[src/rtl/multicycle_control_fsm.sv]
// multicycle_control_fsm
//   Control sequencer for a multi-cycle RV32I core. Steps the datapath through
//   FETCH -> DECODE -> EXECUTE -> (MEM) -> (WRITEBACK), handles the instruction
//   and data memory request/ready handshakes, traps on illegal opcodes and on
//   memory requests that wait too long, and counts retired instructions.
//
// Ports
//   clk, rst_n            clock (rising edge), synchronous active-low reset
//   opcode[6:0]           instruction[6:0], sampled only in DECODE
//   imem_ready            instruction memory has data this cycle
//   dmem_ready            data memory access completes this cycle
//   imem_req, ir_write    fetch request / instruction register load
//   pc_write, pc_write_cond, pc_src   PC update controls (pc_src 1 = ALU target)
//   alu_src_b, alu_op[1:0]            ALU operand / operation select
//   dmem_req, dmem_we     data memory request / write enable
//   reg_write, wb_sel[1:0]            register write and writeback source
//   retire                one-cycle pulse per completed instruction
//   trap, trap_cause[1:0] sticky trap flag; 01 illegal opcode, 10 bus timeout
//   instret               retired-instruction counter (wraps silently)
module multicycle_control_fsm #(
  parameter int TIMEOUT_CYCLES = 16,
  parameter int INSTRET_W      = 32
) (
  input  logic                 clk,
  input  logic                 rst_n,
  input  logic [6:0]           opcode,
  input  logic                 imem_ready,
  input  logic                 dmem_ready,
  output logic                 imem_req,
  output logic                 ir_write,
  output logic                 pc_write,
  output logic                 pc_write_cond,
  output logic                 pc_src,
  output logic                 alu_src_b,
  output logic [1:0]           alu_op,
  output logic                 dmem_req,
  output logic                 dmem_we,
  output logic                 reg_write,
  output logic [1:0]           wb_sel,
  output logic                 retire,
  output logic                 trap,
  output logic [1:0]           trap_cause,
  output logic [INSTRET_W-1:0] instret
);

  typedef enum logic [2:0] {
    S_IDLE, S_FETCH, S_DECODE, S_EXECUTE, S_MEM, S_WRITEBACK, S_TRAP
  } state_t;

  typedef enum logic [2:0] {
    C_ALU_R, C_ALU_I, C_LOAD, C_STORE, C_BRANCH, C_JAL, C_LUI
  } op_class_t;

  // Last counter value before a still-waiting request traps.
  localparam logic [7:0] TIMEOUT_LAST = 8'(TIMEOUT_CYCLES - 1);

  state_t                 state_reg, state_next;
  op_class_t              class_reg, class_next;
  logic [1:0]             trap_cause_reg, trap_cause_next;
  logic                   trap_reg;
  logic [7:0]             wait_cnt_reg;
  logic [INSTRET_W-1:0]   instret_reg;

  op_class_t              dec_class;
  logic                   dec_legal;
  logic                   timeout_hit;

  assign timeout_hit = (wait_cnt_reg == TIMEOUT_LAST);

  // Opcode classification, only consumed in DECODE.
  always_comb begin
    dec_class = C_ALU_R;
    dec_legal = 1'b1;
    case (opcode)
      7'b0110011: dec_class = C_ALU_R;
      7'b0010011: dec_class = C_ALU_I;
      7'b0000011: dec_class = C_LOAD;
      7'b0100011: dec_class = C_STORE;
      7'b1100011: dec_class = C_BRANCH;
      7'b1101111: dec_class = C_JAL;
      7'b0110111: dec_class = C_LUI;
      default:    dec_legal = 1'b0;
    endcase
  end

  // Next-state and output decode.
  always_comb begin
    state_next      = state_reg;
    class_next      = class_reg;
    trap_cause_next = trap_cause_reg;
    imem_req        = 1'b0;
    ir_write        = 1'b0;
    pc_write        = 1'b0;
    pc_write_cond   = 1'b0;
    pc_src          = 1'b0;
    alu_src_b       = 1'b0;
    alu_op          = 2'b00;
    dmem_req        = 1'b0;
    dmem_we         = 1'b0;
    reg_write       = 1'b0;
    wb_sel          = 2'b00;
    retire          = 1'b0;

    case (state_reg)
      S_IDLE: state_next = S_FETCH;

      S_FETCH: begin
        imem_req = 1'b1;
        if (imem_ready) begin
          // Instruction capture and PC+4 happen in the ready cycle itself.
          ir_write   = 1'b1;
          pc_write   = 1'b1;
          state_next = S_DECODE;
        end else if (timeout_hit) begin
          state_next      = S_TRAP;
          trap_cause_next = 2'b10;
        end
      end

      S_DECODE: begin
        if (dec_legal) begin
          class_next = dec_class;
          state_next = S_EXECUTE;
        end else begin
          state_next      = S_TRAP;
          trap_cause_next = 2'b01;
        end
      end

      S_EXECUTE: begin
        case (class_reg)
          C_ALU_R: begin
            alu_op     = 2'b10;
            state_next = S_WRITEBACK;
          end
          C_ALU_I: begin
            alu_op     = 2'b10;
            alu_src_b  = 1'b1;
            state_next = S_WRITEBACK;
          end
          C_LUI: begin
            alu_op     = 2'b11;
            alu_src_b  = 1'b1;
            state_next = S_WRITEBACK;
          end
          C_LOAD, C_STORE: begin
            alu_src_b  = 1'b1;
            state_next = S_MEM;
          end
          C_BRANCH: begin
            // Branch completes here; the PC is updated only if taken.
            alu_op        = 2'b01;
            pc_write_cond = 1'b1;
            pc_src        = 1'b1;
            retire        = 1'b1;
            state_next    = S_FETCH;
          end
          default: begin // C_JAL: jump now, write the link register next
            alu_src_b  = 1'b1;
            pc_write   = 1'b1;
            pc_src     = 1'b1;
            state_next = S_WRITEBACK;
          end
        endcase
      end

      S_MEM: begin
        dmem_req = 1'b1;
        dmem_we  = (class_reg == C_STORE);
        if (dmem_ready) begin
          if (class_reg == C_STORE) begin
            retire     = 1'b1;
            state_next = S_FETCH;
          end else begin
            state_next = S_WRITEBACK;
          end
        end else if (timeout_hit) begin
          state_next      = S_TRAP;
          trap_cause_next = 2'b10;
        end
      end

      S_WRITEBACK: begin
        reg_write  = 1'b1;
        retire     = 1'b1;
        state_next = S_FETCH;
        if (class_reg == C_LOAD)     wb_sel = 2'b01;
        else if (class_reg == C_JAL) wb_sel = 2'b10;
      end

      S_TRAP: state_next = S_TRAP;

      default: state_next = S_IDLE;
    endcase
  end

  always_ff @(posedge clk) begin
    if (!rst_n) begin
      state_reg      <= S_IDLE;
      class_reg      <= C_ALU_R;
      trap_reg       <= 1'b0;
      trap_cause_reg <= 2'b00;
      wait_cnt_reg   <= 8'd0;
      instret_reg    <= '0;
    end else begin
      state_reg      <= state_next;
      class_reg      <= class_next;
      trap_cause_reg <= trap_cause_next;
      trap_reg       <= (state_next == S_TRAP);
      // Counter restarts on each fresh request and only counts stalled cycles.
      if ((state_next != state_reg) &&
          ((state_next == S_FETCH) || (state_next == S_MEM)))
        wait_cnt_reg <= 8'd0;
      else if (((state_reg == S_FETCH) && !imem_ready) ||
               ((state_reg == S_MEM) && !dmem_ready))
        wait_cnt_reg <= wait_cnt_reg + 8'd1;
      if (retire)
        instret_reg <= instret_reg + INSTRET_W'(1);
    end
  end

  assign trap       = trap_reg;
  assign trap_cause = trap_cause_reg;
  assign instret    = instret_reg;

endmodule
[config.mk]
export PLATFORM = sky130hd
export DESIGN_NAME = multicycle_control_fsm
export DESIGN_NICKNAME = d
export VERILOG_FILES = /design/src/rtl/multicycle_control_fsm.sv
export SDC_FILE = /design/constraint.sdc
export NUM_CORES = 1
export LEC_CHECK = 0
export ABC_AREA = 1
export BUFFER_PORTS_ARGS = -buffer_cell sky130_fd_sc_hd__buf_2
export CAP_MARGIN = 20
export CORE_ASPECT_RATIO = 1.25
export CORE_MARGIN = 8
export CORE_UTILIZATION = 57
export CTS_BUF_LIST = sky130_fd_sc_hd__clkbuf_2
export CTS_CLUSTER_SIZE = 40
export DETAILED_ROUTE_END_ITERATION = 10
export PLACE_DENSITY = 0.79
export SLEW_MARGIN = 15
export SYNTH_ARGS = -nofsm -noshare
export SYNTH_HDL_FRONTEND = slang
export SYNTH_SLANG_ARGS = --single-unit
[constraint.sdc]
create_clock -name clk -period 2 [get_ports clk]
set_input_delay 0.4 -clock clk [delete_from_list [all_inputs] [get_ports clk]]
set_output_delay 0.4 -clock clk [all_outputs]
set_load 0.03 [all_outputs]
==> summary by stage <==
Run status
The flow ran to the end, but the final reports show violations. The checks that failed: negative setup slack.

Route
The remaining routing DRC violations is 0. In this run the remaining antenna-violating nets after routing total 0. The first detailed-routing pass ran for 5 iterations. The wire length per cell is 14.0 microns. The routed via count is 3129. For this block, the initial DRC count from the detailed router was 101. For this block, the routed nets add up to 8180 microns of wire. Dividing the detail-routed via count by the number of cells gives 5.35.

Global route
The global route total overflow is 0. The overall fraction of global-route tracks in use is 20.6%. The first-pass GRT wire length is 12800 microns. For this run, global-route usage on met1 was measured as 21.5%. The global routing met3 resource utilization is 3.83%.

The maximum number of pins on one net before global-route repair is 20. The via count of the first global-routing pass is 2918. The initial antenna violation count is 0. The busiest layer in global routing is met2. The met2 demand-to-capacity share in global routing is 38.8%.

Critical path
The endpoint arrival time on the critical path is 1670 ps. The worst register-to-register path begins at class_reg[1]. The critical path is of the flop to output port type.

The worst setup path is captured at an output port. The slack of the worst reg-to-reg path is 150 ps. The startpoint type of the worst setup path is a flop.

At the worst endpoint, the required time is 1600 ps. For the worst flop-to-flop path, the logic depth is 10. The slowest stage of the critical path belongs to the cell dfxtp_4. The signal on the critical path passes through nor2_4 -> nand2_4 -> nor4_1 -> buf_4.

The critical path's largest stage delay is 440 ps. The maximum fanout along the worst path is 6. The worst flop-to-flop path endpoint is instret[16].

Clock network
The number of levels in the clock H-tree is 2. The TritonCTS clock tree is yes. The clock reaches the later pin of the worst-skew pair after 440 ps. The root buffer cell chosen for the clock tree is clkbuf_2. The number of buffers between clock root and the deepest sink is 2. Clock-pin slew was measured on the worst setup and hold paths at 260 ps. Clock tree synthesis inserted a total of 5 buffers. The number of sinks on the clock net is 49. Buffers inserted to repair hold after CTS numbered 0.

Power
Power spread over the standard cell area amounts to 734 nW/um^2. The analysis attributes to cell leakage a power of 1.62 nW. The worst-case IR drop observed on VDD is 425 uV.

Cells and area
The number of inserted diodes is 0. The area growth from synthesis to layout is 21.4%. The share of layout cells above drive strength 1 is 25.0%. The finished layout holds 585 standard cells, fillers aside.

In the final design database the tool counted 535 nets. The register with the most flip-flops in the layout has 32 of them.

Placed design
The congestion estimate from routability-driven global placement came to 0.990. The number of port buffers is 59. Before CTS, the worst setup slack after placement is 186 ps.

The number of cells after detailed placement is 572. The HPWL after detailed placement is 6150 microns.

Synth
The sequential-to-total area share from yosys stat is 33.5%. Among all flip-flop cells after synthesis, the most frequent one is dfxtp_1. The number of flops mapped to enable cells by yosys is 0. The proportion of synthesized flip-flops having asynchronous set or reset is 0%. The cell type contributing the most total cell area after synthesis is dfxtp_1.

The cell count after synthesis came out at 449. In the post-synthesis netlist, the cell with the most instances is nand2_1. Counting every net in the synthesized netlist gives 462. Synthesis inferred 49 register bits.

The commonest cells after synthesis are nand2_1 (110), nor2_1 (65), dfxtp_1 (49), inv_1 (46), a21oi_1 (34). Synthesis instantiated 40 different standard cells from the library. Yosys attributes the largest share of cell area to dfxtp_1 (33%), nand2_1 (14%), nor2_1 (8.3%). The count of warnings emitted by yosys is 0.

The area of the mapped netlist is 2930 sq um. The area fraction of the dominant cell type after synthesis is 33.5%. The average instance area after synthesis is 6.53 sq um.

Timing
Timing would allow up to 0.483 GHz. Setup slack on the critical path of the routed design comes to -71.4 ps. Clock skew on the completed layout was measured at 8.53 ps. At the pin with the least slew margin, the transition time is 388 ps. Of the available clock period, the critical path in the final layout requires 104%. The final count of pins violating max slew is 0.

The number of failing setup endpoints in the final timing report is 2. Setup repair after global routing could not meet its margin everywhere. In this run the tightest slew margin relative to its limit is 73.9%. The final critical path time including I/O delays and setup is 2070 ps.

The sum of negative setup slack is -76.8 ps. The number of hold violations in the final report came to 0. The minimum hold slack is 264 ps.

Floorplan
The die is 80.1 microns wide. Once the floorplan was initialized, standard cells occupied 58.5% of the core. The floorplan step set the die height to 96.2 microns.

The floorplan has 29 rows. After floorplanning, the core was sized to cover 5010 sq um. The die covers 7710 sq um. 60 I/O pins were placed.

Job
Across the run, the number of max-cap violations was 0.

Hold path
The cell depth of the worst min-delay path is 4. The path class of the lowest-slack min-delay path is primary input to flop. The start point of the worst min-delay path is opcode[4]. For hold timing, the worst endpoint is class_reg[1].
layout make-up:
cell class / count / area, sq um
inverter: 52 / 200
clock buffer: 5 / 25.0
sequential: 49 / 997
timing repair buffer: 74 / 453
clock inverter: 3 / 25.0
tap: 62 / 77.6
fill: 469 / 1450
multi-input combinational: 340 / 1780
routing by layer:
metal | vias to the layer above | routed length (microns) | part of all wire [%]
met3 | 18 | 385 | 4.7
met5 | - | 0 | 0
met4 | 0 | 198 | 2.4
met2 | 84 | 4430 | 54
li1 | 1598 | - | -
met1 | 1429 | 3170 | 39
power by group:
| part | switching, mW | internal (mW) | leakage, nW |
|---|---|---|---|
| combinational | 0.668 | 0.361 | 1.19 |
| sequential | 0.0870 | 1.06 | 0.399 |
| clock | 0.343 | 0.0958 | 0.0300 |
| total | 1.10 | 1.51 | 1.62 |
worst max-delay path, delay by kind of cell, from the launching register on:
| kind | cells | cell delay, ps |
|---|---|---|
| flops | 1 | 440 |
| buf+inv | 1 | 240 |
| simple gates | 3 | 550 |
cell usage in the layout (no fill, tap or decap), types with 6 or more instances in the layout:
cell type and count:
nand4_1 12, inv_1 45, nand3_1 18, xnor2_1 7, buf_4 22, o21ai_0 10
nand2_2 6, dfxtp_1 42, nand2_1 109, xor2_1 9, o21ai_1 6, a21oi_1 34
nor2_4 6, nor2_1 62, nor3_1 22, buf_2 49, nor3_2 7
worst max path at each step:
stage                             end  slack, ps         start
after floorplan             wb_sel[1]         50  state_reg[0]
after global placement    instret[22]        200   instret[17]
after detailed placement  instret[21]        190  state_reg[1]
after CTS                      retire        -30  state_reg[1]
after global routing          dmem_we       -190  state_reg[1]
final                         dmem_we        -70  state_reg[1]
stage by stage:
stage / utilization [%] / instance area [sq um] / total power [mW]
CTS: 69.8 / 3500 / 2.56
floorplan: - / 2940 / 1.75
global route: 71.1 / 3560 / 2.77
detailed placement: 66.9 / 3350 / 1.97
global placement: 66.9 / 3350 / 1.95
finish: 71.1 / 3560 / 2.61
cells by family (layout without fill, tap and decap cells):
family                   Yosys count  count (layout)  synth area share [%]
AO/OA/AOI/OAI                     60              60                  11.2
XOR/XNOR                          16              16                  4.78
adder cells (fa/ha/maj)            2               2                 0.853
buffers and inverters             60             134                  8.11
flip-flops                        49              49                  33.5
multiplexers                       1               1                 0.384
AND/OR/NAND/NOR                  261             261                  41.2
timing repair:
action                                  4_1_cts  5_1_grt
pin swaps                                     1        1
resized for setup                            19       23
endpoints found under the setup margin        7       12
buffers inserted                              4        1
Power figures use the tool's default switching activity.
